[src/rtl/uart_tx_arbiter.sv]
// Round-robin scheduler sharing one UART transmitter among NREQ byte streams.
// Packets (bytes until req_last) hold the grant; each byte is paced by uart_tx_busy.
module uart_tx_arbiter #(
    parameter int NREQ    = 4,
    parameter int BUSY_TO = 16
) (
    input  logic              clk,
    input  logic              rst,
    input  logic [NREQ-1:0]   req_valid,
    input  logic [8*NREQ-1:0] req_data,
    input  logic [NREQ-1:0]   req_last,
    output logic [NREQ-1:0]   req_ready,
    output logic              uart_send,
    output logic [7:0]        uart_txd,
    input  logic              uart_tx_busy,
    output logic [NREQ-1:0]   grant,
    output logic              active,
    output logic              to_err,
    input  logic              err_clr
);
    localparam int PW = $clog2(NREQ);
    localparam int CW = $clog2(BUSY_TO + 1);
    localparam logic [PW:0]   NREQ_W  = (PW+1)'(NREQ);
    localparam logic [PW-1:0] LAST_ID = PW'(NREQ - 1);
    localparam logic [CW-1:0] CNT_MAX = CW'(BUSY_TO);
    localparam logic [CW-1:0] TO_LAST = CW'(BUSY_TO - 1);

    typedef enum logic [1:0] {IDLE, SEND, WAIT_BUSY, WAIT_DONE} state_t;

    state_t                 state, state_nxt;
    logic [PW-1:0]          rr_ptr, lock_own, sel, off;
    logic                   lock_vld, sel_vld, acc, tmo;
    logic [CW-1:0]          cnt;
    logic [PW:0]            sum;
    logic [NREQ-1:0]        rot, sel_oh;
    logic [NREQ-1:0][7:0]   data_a;

    for (genvar g = 0; g < NREQ; g++) begin : g_unpack
        assign data_a[g] = req_data[8*g +: 8];
    end

    // Rotate valids so bit 0 is rr_ptr; the lowest set bit is the next in turn.
    assign rot = NREQ'({req_valid, req_valid} >> rr_ptr);

    always_comb begin
        off = '0;
        for (int k = NREQ - 1; k >= 0; k--) begin
            if (rot[k]) off = PW'(k);
        end
        sum = {1'b0, rr_ptr} + {1'b0, off};
        if (sum >= NREQ_W) sum = sum - NREQ_W;
        if (lock_vld) begin
            sel     = lock_own;
            sel_vld = req_valid[lock_own];
        end else begin
            sel     = sum[PW-1:0];
            sel_vld = |req_valid;
        end
    end

    assign sel_oh    = NREQ'(1) << sel;
    assign req_ready = (state == IDLE && rst && sel_vld) ? sel_oh : '0;
    assign acc       = |(req_valid & req_ready);
    assign uart_send = (state == SEND);
    assign active    = (state != IDLE) || lock_vld;

    always_comb begin
        state_nxt = state;
        tmo       = 1'b0;
        case (state)
            IDLE:      if (acc) state_nxt = SEND;
            SEND:      state_nxt = WAIT_BUSY;
            WAIT_BUSY: begin
                if (uart_tx_busy) begin
                    state_nxt = WAIT_DONE;
                end else if (cnt == TO_LAST) begin
                    tmo       = 1'b1;
                    state_nxt = IDLE;
                end
            end
            WAIT_DONE: if (!uart_tx_busy) state_nxt = IDLE;
            default:   state_nxt = IDLE;
        endcase
    end

    always_ff @(posedge clk or negedge rst) begin
        if (!rst) begin
            state    <= IDLE;
            rr_ptr   <= '0;
            lock_vld <= 1'b0;
            lock_own <= '0;
            uart_txd <= 8'h00;
            grant    <= '0;
            cnt      <= '0;
            to_err   <= 1'b0;
        end else begin
            state <= state_nxt;
            if (acc) begin
                uart_txd <= data_a[sel];
                grant    <= sel_oh;
                rr_ptr   <= (sel == LAST_ID) ? '0 : sel + 1'b1;
                lock_vld <= !req_last[sel];
                lock_own <= sel;
            end
            // A timed-out byte is dropped and releases any packet lock.
            if (tmo) lock_vld <= 1'b0;
            if (state == SEND) begin
                cnt <= '0;
            end else if (state == WAIT_BUSY && !uart_tx_busy && cnt != CNT_MAX) begin
                cnt <= cnt + 1'b1;
            end
            if (tmo)          to_err <= 1'b1;
            else if (err_clr) to_err <= 1'b0;
        end
    end
endmodule

[config.mk]
export PLATFORM = sky130hd
export DESIGN_NAME = uart_tx_arbiter
export DESIGN_NICKNAME = d
export VERILOG_FILES = /design/src/rtl/uart_tx_arbiter.sv
export SDC_FILE = /design/constraint.sdc
export NUM_CORES = 1
export LEC_CHECK = 0
export CAP_MARGIN = 15
export CORE_UTILIZATION = 25
export CTS_CLUSTER_SIZE = 8
export DETAILED_ROUTE_END_ITERATION = 8
export GPL_TIMING_DRIVEN = 0
export PLACE_DENSITY = 0.6
export SLEW_MARGIN = 25
export SYNTH_ARGS = -nofsm -noshare
export SYNTH_HDL_FRONTEND = slang
export SYNTH_SLANG_ARGS = --single-unit
[constraint.sdc]
create_clock -name clk -period 9.3 [get_ports clk]
set_input_delay 2.79 -clock clk [delete_from_list [all_inputs] [get_ports clk]]
set_output_delay 2.79 -clock clk [all_outputs]
set_load 0.01 [all_outputs]
## Word level (Yosys, flattened, before mapping)

Cells that the tools add are included.

| storage, ports and cells | value |
|---|---|
| output and inout port bits | 19 |
| input port bits | 44 |
| register bits | 25 |

| cells by class | value |
|---|---|
| reduce and logical (&&, ||, !) cells | 15 |
| equality and inequality tests | 9 |
| $add $sub $neg | 4 |
| muxes and demuxes | 29 |
| bitwise logic cells | 1 |
| $lt $le $gt $ge | 3 |
| shift-type cells | 2 |

Operators with widths:

| operator | number |
|---|---|
| $mux W2 | 11 |
| $bmux W8 S2 | 1 |
| $mux W1 | 10 |
| $mux W5 | 2 |
| $mux W8 | 1 |
| $pmux W2 S4 | 1 |
| $reduce_bool A2 Y1 | 4 |
| $reduce_or A4 Y1 | 2 |
| $shr A8 B2 Y4 | 1 |
| $eq A2 B2 Y1 const B | 3 |
| $lt A2 B3 Y1 const B | 2 |
| $add A5 B1 Y5 const B | 1 |
| $eq A5 B4 Y1 const B | 1 |
| $ne A5 B5 Y1 const B | 1 |
| $and A4 B4 Y4 | 1 |
| $bmux W1 S2 | 2 |
| $logic_and A1 B1 Y1 | 4 |
| $mux W4 | 1 |
| $ne A2 B2 Y1 const B | 2 |
| $shl A1 B2 Y4 const A | 1 |
| $add A2 B2 Y3 | 1 |
| $ge A3 B3 Y1 const B | 1 |
| $ne A3 B3 Y1 const B | 1 |
| $reduce_and A3 Y1 | 1 |
| other kinds (6) | 7 |

## Depth between registers and ports, before layout

Gate-level depths: netlist (run 1).

| logic depth | value |
|---|---|
| depth after elaboration | 15 |
| depth in mapped cells | 19 |

## Worst setup path before layout (run 1)

OpenSTA, ideal clock, no wires.

| timing path | value |
|---|---|
| path type | in2out |
| start | in req_valid[2] |
| end | out req_ready[2] |
| cell stages on the path | 16 |
| data arrival time | 5.342 ns |
| slack | 1.168 ns |
| data required time | 6.510 ns |
| path through | clkbuf_1 nor2_1 nand2_1 o21ai_0 a211o_1 ha_1 xor2_1 nor3_1 and3_1 or4b_1 buf_6 buf_8 inv_2 ha_1 inv_1 nor2_1 |

| on the way | value |
|---|---|
| longest elaborated chain between the ends | 11 |
| elaborated cells on any way between the ends | 17 |
| classes of those cells | add/sub: 2; order compare: 1; shift: 2; mux: 10; reduce/logical: 2 |

Ends and longest elaborated chain:

| item | RTL line | source |
|---|---|---|
| start, declared | 9 | `input logic [NREQ-1:0] req_valid,` |
| $shr A8 B2 Y4 (*) | 43 | `assign rot = NREQ'({req_valid, req_valid} >> rr_ptr);` |
| $mux W2 (3 in a row) | 48 | `if (rot[k]) off = PW'(k);` |
| $mux W2 (*) | 48 |  |
| $add A2 B2 Y3 (*) | 50 | `sum = {1'b0, rr_ptr} + {1'b0, off};` |
| $ge A3 B3 Y1 / $sub A2 B1 Y2 (equally long branches) | 51 | `if (sum >= NREQ_W) sum = sum - NREQ_W;` |
| $mux W2 (*) | 51 |  |
| $mux W2 (*) | 52 | `if (lock_vld) begin` |
| $shl A1 B2 Y4 (*) | 61 | `assign sel_oh = NREQ'(1) << sel;` |
| net sel_oh[2] | 35 | `logic [NREQ-1:0] rot, sel_oh;` |
| $mux W4 (*) | 62 | `assign req_ready = (state == IDLE && rst && sel_vld) ? sel_oh : '0;` |
| end, declared | 12 | `output logic [NREQ-1:0] req_ready,` |

Mark *: on every way through the listed nets, which the timed path passes. The rest lies on a longest branch. The select of a mux whose other input is x is not followed.

## Worst setup path after layout (run 1)

| timing path | value |
|---|---|
| start | in req_valid[0] |
| end | out req_ready[1] |

| on the way | value |
|---|---|
| longest elaborated chain between the ends | 11 |
| elaborated cells on any way between the ends | 17 |
| classes of those cells | add/sub: 2; order compare: 1; shift: 2; mux: 10; reduce/logical: 2 |

Ends and longest elaborated chain:

| item | RTL line |
|---|---|
| $shr A8 B2 Y4 | 43 |
| $mux W2 (4 in a row) | 48 |
| $add A2 B2 Y3 | 50 |
| $ge A3 B3 Y1 / $sub A2 B1 Y2 (equally long branches) | 51 |
| $mux W2 | 51 |
| $mux W2 | 52 |
| $shl A1 B2 Y4 | 61 |
| $mux W4 (*) | 62 |

Every way passes the cells marked *; elsewhere a longest branch is shown, timed or not. The select of a mux whose other input is x is not followed.

==> results of run 1 <==
==> area by class of cell <==
type	instances	area [um^2]	share of cell area
Multi-Input combinational cell	124	1010	0.400
Tap cell	96	120	0.0475
Buffer	13	82.6	0.0327
Sequential cell	25	626	0.248
Clock buffer	4	45.0	0.0178
Timing Repair Buffer	59	588	0.233
Inverter	15	56.3	0.0223
==> power by group <==
group	internal (W)	switching, W	leakage [nW]
combinational	0.000255	0.000232	0.780
clock	0.0000307	0.0000343	0.0228
sequential	0.000156	0.0000324	0.307
total	0.000442	0.000298	1.11
==> metal layers <==
| metal | vias to the layer above | global-route usage | part of all wire |
|---|---|---|---|
| met2 | 57 | 0.184 | 0.48 |
| met4 | 0 | 0.0318 | 0.0082 |
| met1 | 724 | 0.149 | 0.44 |
| met5 | - | 0 | 0 |
| met3 | 4 | 0.0308 | 0.078 |
| li1 | 754 | - | - |
==> timing repair <==
| item | in CTS | in global routing |
|---|---|---|
| setup buffers | 0 | 0 |
| gates resized for setup | 0 | 2 |
| endpoints found under the setup margin | 0 | 1 |
==> kinds of logic (layout without fill, tap and decap cells) <==
group	count (synthesis)	count (layout)
adders and majority gates	5	5
AOI/OAI and AO/OA	29	29
buffers and inverters	28	91
and+or+nand+nor	56	56
muxes	28	28
xor gates and xnor gates	6	6
DFF	25	25
==> through the flow <==
| stage | cells | area [um^2] | total power [W] | setup WS, ps |
|---|---|---|---|---|
| 3_5_place_dp | 332 | 2470 | 0.000685 | 151 |
| 4_1_cts | 336 | 2520 | 0.000749 | 127 |
| 3_3_place_gp | 332 | 2480 | 0.000675 | 135 |
| 5_1_grt | 336 | 2530 | 0.000805 | 119 |
| 6_report | 336 | 2530 | 0.000740 | 443 |
| 2_1_floorplan | 177 | 1770 | 0.000524 | 1170 |
==> path summary, 6_finish.rpt <==
check                                  start           end  slack, ps  cells after the start
max in group asynchronous                rst   lock_own[1]       6410                      1
worst max register to register     rr_ptr[0]   uart_txd[4]       5320                     19
worst min-delay path                grant[3]      grant[3]        500                      1
min in group asynchronous                rst      grant[3]       2510                      1
worst max-delay path            req_valid[0]  req_ready[1]        440                     12
worst min register to register      grant[3]      grant[3]        500                      1
==> state kept, by name, summed over array words and instances, names as in the netlist <==
name,flops
cnt,5
grant,4
lock_own,2
lock_vld,1
rr_ptr,2
state,2
to_err,1
uart_txd,8
==> cell usage after synthesis (all sizes together), types with 3 or more instances <==
| master | count | area share |
|---|---|---|
| nor3 | 3 | 0.0085 |
| nand2b | 3 | 0.015 |
| nand2 | 14 | 0.030 |
| dfrtp | 25 | 0.35 |
| mux2 | 12 | 0.076 |
| ha | 5 | 0.035 |
| xor2 | 3 | 0.015 |
| a21oi | 6 | 0.017 |
| clkbuf | 4 | 0.0085 |
| mux4 | 8 | 0.11 |
| inv | 15 | 0.032 |
| mux2i | 8 | 0.045 |
| xnor2 | 3 | 0.015 |
| nor2 | 19 | 0.040 |
| a211oi | 3 | 0.013 |
| nor2b | 3 | 0.011 |
| buf | 9 | 0.038 |
| o21ai | 8 | 0.023 |
| and3 | 4 | 0.014 |
==> results.md, run 1 <==
- Syn_area_per_cell: 9.98 um^2
- CTS tree: done
- Worst setup SP type: primary input
- Final ANT Viol Nets: 0
- Crit share post-route: 0.952
- WP data arrival: a little over 6000 ps
- EDFF count, synth: 0
- Synth Area in XOR/XNOR: 0.0297
- Gr usage total: 0.114
- Critical Path, Cell by Cell: clkdlybuf4s50_1 > buf_6 > o211ai_1 > o41ai_1 > a211o_1 > ha_1 > inv_2 > o21ai_1 > clkbuf_1 > nand2b_1 > nor2_1 > clkdlybuf4s50_1
- Clk_lat worst skew: 270 ps
- Final net count: a little under 300
- Full die area: 0.00741 mm^2
- CP endpoint kind: primary output
- Max clock buf depth: 2
- Largest net degree at the start of global routing: 27
- CP most frequent cell: clkdlybuf4s50_1
- Cells after synthesis: between 150 and 200
- CP delay by family, top: buffers and inverters
- Vias in the first global route: about 1400
- Peak Freq: 113 MHz
- Drt pass-1 iters: 4
- Adder-cell share of the synthesized area: 0.0354
- Slew HR: 0.602
- Die Wd: approximately 86 um
- Layout Area Growth over Synthesis: 43.1%
- Final min period: 8860 ps
- Gr ovfl total: 0
- Multiplexer area fraction after synthesis: 0.230
- Final setup viols: 0
- Inserted Clock Buffers: 3
- Max-cap viol count: 0
- P_leak: about 1.1 nW
- Worst-path clk slew: about 90 ps
- Post-CTS Hold Buffers: 0
- Status: complete, no violations
- Crit Path Class: primary input to primary output
- Port buffer count: 59
- Yosys warnings: 0
- Hold Fails Final Rpt: 0
- Most frequent cells in the layout: clkdlybuf4s50_1 (57), dfrtp_1 (25), nor2_1 (19)
- Clock sink count: 25
- Post-layout util: 0.372
- Initial antenna violation count: 0
- RSZ-0062 raised after global routing: no
- CTS HTree Levels: 1
- Share of synthesized registers carrying an async set or reset: 1.00
- Simple-gate share of the synthesized area: 0.161
- Flops & latches, synth: 25
- Worst Hold Slack: roughly 500 ps
- Setup Skew: approximately 6.7 ps
- Critical path required time: about 6500 ps
- Antenna Cells: 0
- DR WL/cell: 12.3 um
- Largest family of logic cells by synthesized area: multiplexers
- Cell Pwr Density: between 200 and 300 mW/mm^2
- Hold WC Path Type: flop to flop
- Vias per cell: around 4.6
- Slowest stage delay, CP: about 560 ps
- Primary FF master, synth: dfrtp_1
- CP Buf/Inv Count: 5
- Post-synthesis cell type count: 45
- DP HPWL: ~3.2 mm
- Post-synth net total: around 230
- Row count: 30
- Post-synthesis compound-gate area fraction: 0.111
- Slew Limit Fails: 0
- Drt first-iter violations: 51
- Clock root buffer: clkbuf_8
- Worst-Margin Slew: 597 ps
- Worst path slowest cell: clkdlybuf4s50_1
- First-pass GRT wire length: between 6 and 7 mm
- Register area share after synthesis: 0.354
- IO Pins: 63
- Routed WL: just over 4 mm
- Fin Setup TNS: 0 ps
- Starting Density: 0.260
- Peak supply drop: 0.000124 V
- Share of cells above drive strength 1: 0.138
- Largest fanout on the critical path: 10
- Total core area: about 0.0068 mm^2
- Most common cell after layout, fill and taps aside: clkdlybuf4s50_1
- Die Ht: approximately 86 um
- Cell Area, Synth: ~0.0018 mm^2
- Gp weighted congestion: about 0.74
- Post-route DRC: 0
- Via count: ~1500
- Filler cells: 697
(Power assumes the default switching activity.)
==> run 2: changes to the inputs <==
- ABC_AREA: not set -> 0
==> results of run 2 <==
The final DEF is identical to that of run 1; final timing and power are the same.
==> run 3: changes to the inputs <==
- clock period: 9.3 -> 9.7 ns (I/O delays scaled with it)
==> run 3 against run 2 <==
  * Total power down 4.3%
  * Sequential cell count did not move
  * Worst hold slack about the same
  * Highest routed layer unchanged
  * Final cell count unchanged
  * Design area fell by 0.40%
  * Combinational power shrank 4.5%
==> results.md, run 3 (same netlist as run 1, synthesis figures left out) <==
- Gr busiest metal: met2 (unchanged)
- Slowest stage delay, CP: 570 ps (was 560 ps)
- Drt first-iter violations: 66 (was 51)
- Post-CTS Hold Buffers: 0 (unchanged)
- Max clock buf depth: 2 (unchanged)
- Peak supply drop: 0.000119 V (was 0.000124 V)
- Final net count: 290 (unchanged)
- IO Pins: 63 (unchanged)
- Die Ht: 86.1 um (unchanged)
- Final Cell Area: 0.00252 mm^2 (was 0.00253 mm^2)
- P_leak: 1.09 nW (was 1.11 nW)
- Filler cells: 695 (was 697)
- Routed WL: 4.15 mm (about the same)
- Clk_lat worst skew: 270 ps (about the same)
- Antenna Cells: 0 (unchanged)
- Met1 global-route usage: 0.149 (unchanged)
- Most common cell after layout, fill and taps aside: clkdlybuf4s50_1 (unchanged)
- Port buffer count: 59 (unchanged)
- Top flop regs: uart_txd (8), cnt (5), grant (4) (unchanged)
- CTS tree: done (unchanged)
- Drt pass-1 iters: 4 (unchanged)
- Final ANT Viol Nets: 0 (unchanged)
- Slew HR: 0.605 (was 0.602)
- First-pass GRT wire length: 6.69 mm (unchanged)
- Crit share post-route: 0.971
- Fin Setup TNS: 0 ps (unchanged)
- Row count: 30 (unchanged)
- Final setup margin: 280 ps (was 443 ps)
- Hold Fails Final Rpt: 0 (unchanged)
- CP endpoint kind: primary output (unchanged)
- Total core area: 0.00679 mm^2 (unchanged)
- Post-layout util: 0.371 (was 0.372)
- Crit Path Class: primary input to primary output (unchanged)
- Inserted Clock Buffers: 3 (unchanged)
- Clock root buffer: clkbuf_8 (unchanged)
- Area occupied by multi-input gates: 0.00100 mm^2 (was 0.00101 mm^2)
- Worst setup SP type: primary input (unchanged)
- Worst-path clk slew: 90 ps (about the same)
- Vias in the first global route: 1426 (unchanged)
- Setup Fix Bufs, Post-CTS: 0 (unchanged)
- Post-route DRC: 0 (unchanged)
- WP data arrival: 6510 ps (was 6070 ps)
- FF/Latch Area: 626 um^2 (unchanged)
- Max-cap viol count: 0 (unchanged)
- Biggest register: uart_txd (unchanged)
- Most frequent cells in the layout: clkdlybuf4s50_1 (58), dfrtp_1 (25), nor2_1 (19) (was clkdlybuf4s50_1 (57), dfrtp_1 (25), nor2_1 (19))
- Full die area: 0.00741 mm^2 (unchanged)
- Layout Area Growth over Synthesis: 42.5% (was 43.1%)
- Gp weighted congestion: 0.744 (unchanged)
- CTS HTree Levels: 1 (unchanged)
- Max FFs per register: 8 (unchanged)
- Hold WC Path Type: flop to flop (unchanged)
- Worst-Margin Slew: 593 ps (was 597 ps)
- # resized after CTS: 0 (unchanged)
- Gr ovfl total: 0 (unchanged)
- Starting Density: 0.260 (unchanged)
- Slew Limit Fails: 0 (unchanged)
- GR Util met3: 0.0308 (unchanged)
- DR WL/cell: 12.3 um (about the same)
- Final setup viols: 0 (unchanged)
- Peak Freq: approximately 110 MHz
- Largest fanout on the critical path: 10 (unchanged)
- Final min period: 9420 ps
- Worst path slowest cell: clkdlybuf4s50_1 (unchanged)
- Gr usage total: 0.114 (unchanged)
- Die Wd: 86.1 um (unchanged)
- DP HPWL: 3.20 mm (unchanged)
- Via count: 1532 (was 1539)
- Share of cells above drive strength 1: 0.133 (was 0.138)
- Cell Pwr Density: 281 mW/mm^2 (was 293 mW/mm^2)
- Largest net degree at the start of global routing: 27 (unchanged)
- Status: complete, no violations (unchanged)
- Area of placed instances: 0.00247 mm^2 (unchanged)
- Initial antenna violation count: 0 (unchanged)
- Critical path required time: 6790 ps (was 6510 ps)
- Critical Path, Cell by Cell: clkdlybuf4s50_1 > buf_6 > o41ai_1 > a211o_1 > ha_1 > xor2_1 > nor3_1 > and3_1 > or4b_1 > buf_6 > buf_8 > inv_2 > ha_1 > inv_1 > nor2_1 > clkdlybuf4s50_1 (was clkdlybuf4s50_1 > buf_6 > o211ai_1 > o41ai_1 > a211o_1 > ha_1 > inv_2 > o21ai_1 > clkbuf_1 > nand2b_1 > nor2_1 > clkdlybuf4s50_1)
- Pre-CTS setup slack: 311 ps (was 151 ps)
- Vias per cell: 4.56 (was 4.58)
- Setup Skew: 6.76 ps (was 6.65 ps)
- Clock sink count: 25 (unchanged)
- Met2 usage: 0.184 (unchanged)
- RSZ-0062 raised after global routing: no (unchanged)
[run 3: final cells by class]
type	count	share of cell area
multi-input cells	124	0.398
plain buffers	13	0.0328
well taps	96	0.0477
repair buffers	59	0.233
clock buffers	4	0.0179
flip-flops and latches	25	0.249
inverters	15	0.0224
[run 3: power by group]
| part | switching (W) | total, W | leakage, nW | internal (W) |
|---|---|---|---|---|
| Clock | 0.0000328 | 0.0000622 | 0.0228 | 0.0000294 |
| Sequential | 0.0000311 | 0.000181 | 0.307 | 0.000149 |
| Combinational | 0.000222 | 0.000465 | 0.761 | 0.000244 |
| Total | 0.000285 | 0.000708 | 1.09 | 0.000423 |
[run 3: worst max-delay path: cells and delay by family]
family                   cells  cell delay (ps)
buffers and inverters        7             1570
AND/OR/NAND/NOR              4              880
AO/OA/AOI/OAI                2              530
adder cells (fa/ha/maj)      2              370
XOR/XNOR                     1              250
[run 3: metal layers]
metal,up-vias,part of all wire,wire [um]
li1,753,-,-
met1,730,0.45,1870
met2,45,0.47,1960
met3,4,0.068,283
met4,0,0.0082,34
met5,-,0,0
[run 3: stage by stage]
stage / hold slack (ps) / std cells / total power, W
6_report: 501 / 336 / 0.000708
5_1_grt: 522 / 336 / 0.000770
4_1_cts: 505 / 336 / 0.000718
3_5_place_dp: 484 / 332 / 0.000656
3_3_place_gp: 476 / 332 / 0.000647
2_1_floorplan: 493 / 177 / 0.000503
[run 3: worst paths after layout]
kind                               from  slack, ps      endpoint  cells after the start
max                        req_valid[0]        280  req_ready[2]                     16
min                            grant[3]        500      grant[3]                      1
max reg2reg                   rr_ptr[0]       5660   uart_txd[4]                     19
min reg2reg                    grant[3]        500      grant[3]                      1
max in group asynchronous           rst       6690   lock_own[1]                      1
min in group asynchronous           rst       2630      grant[3]                      1
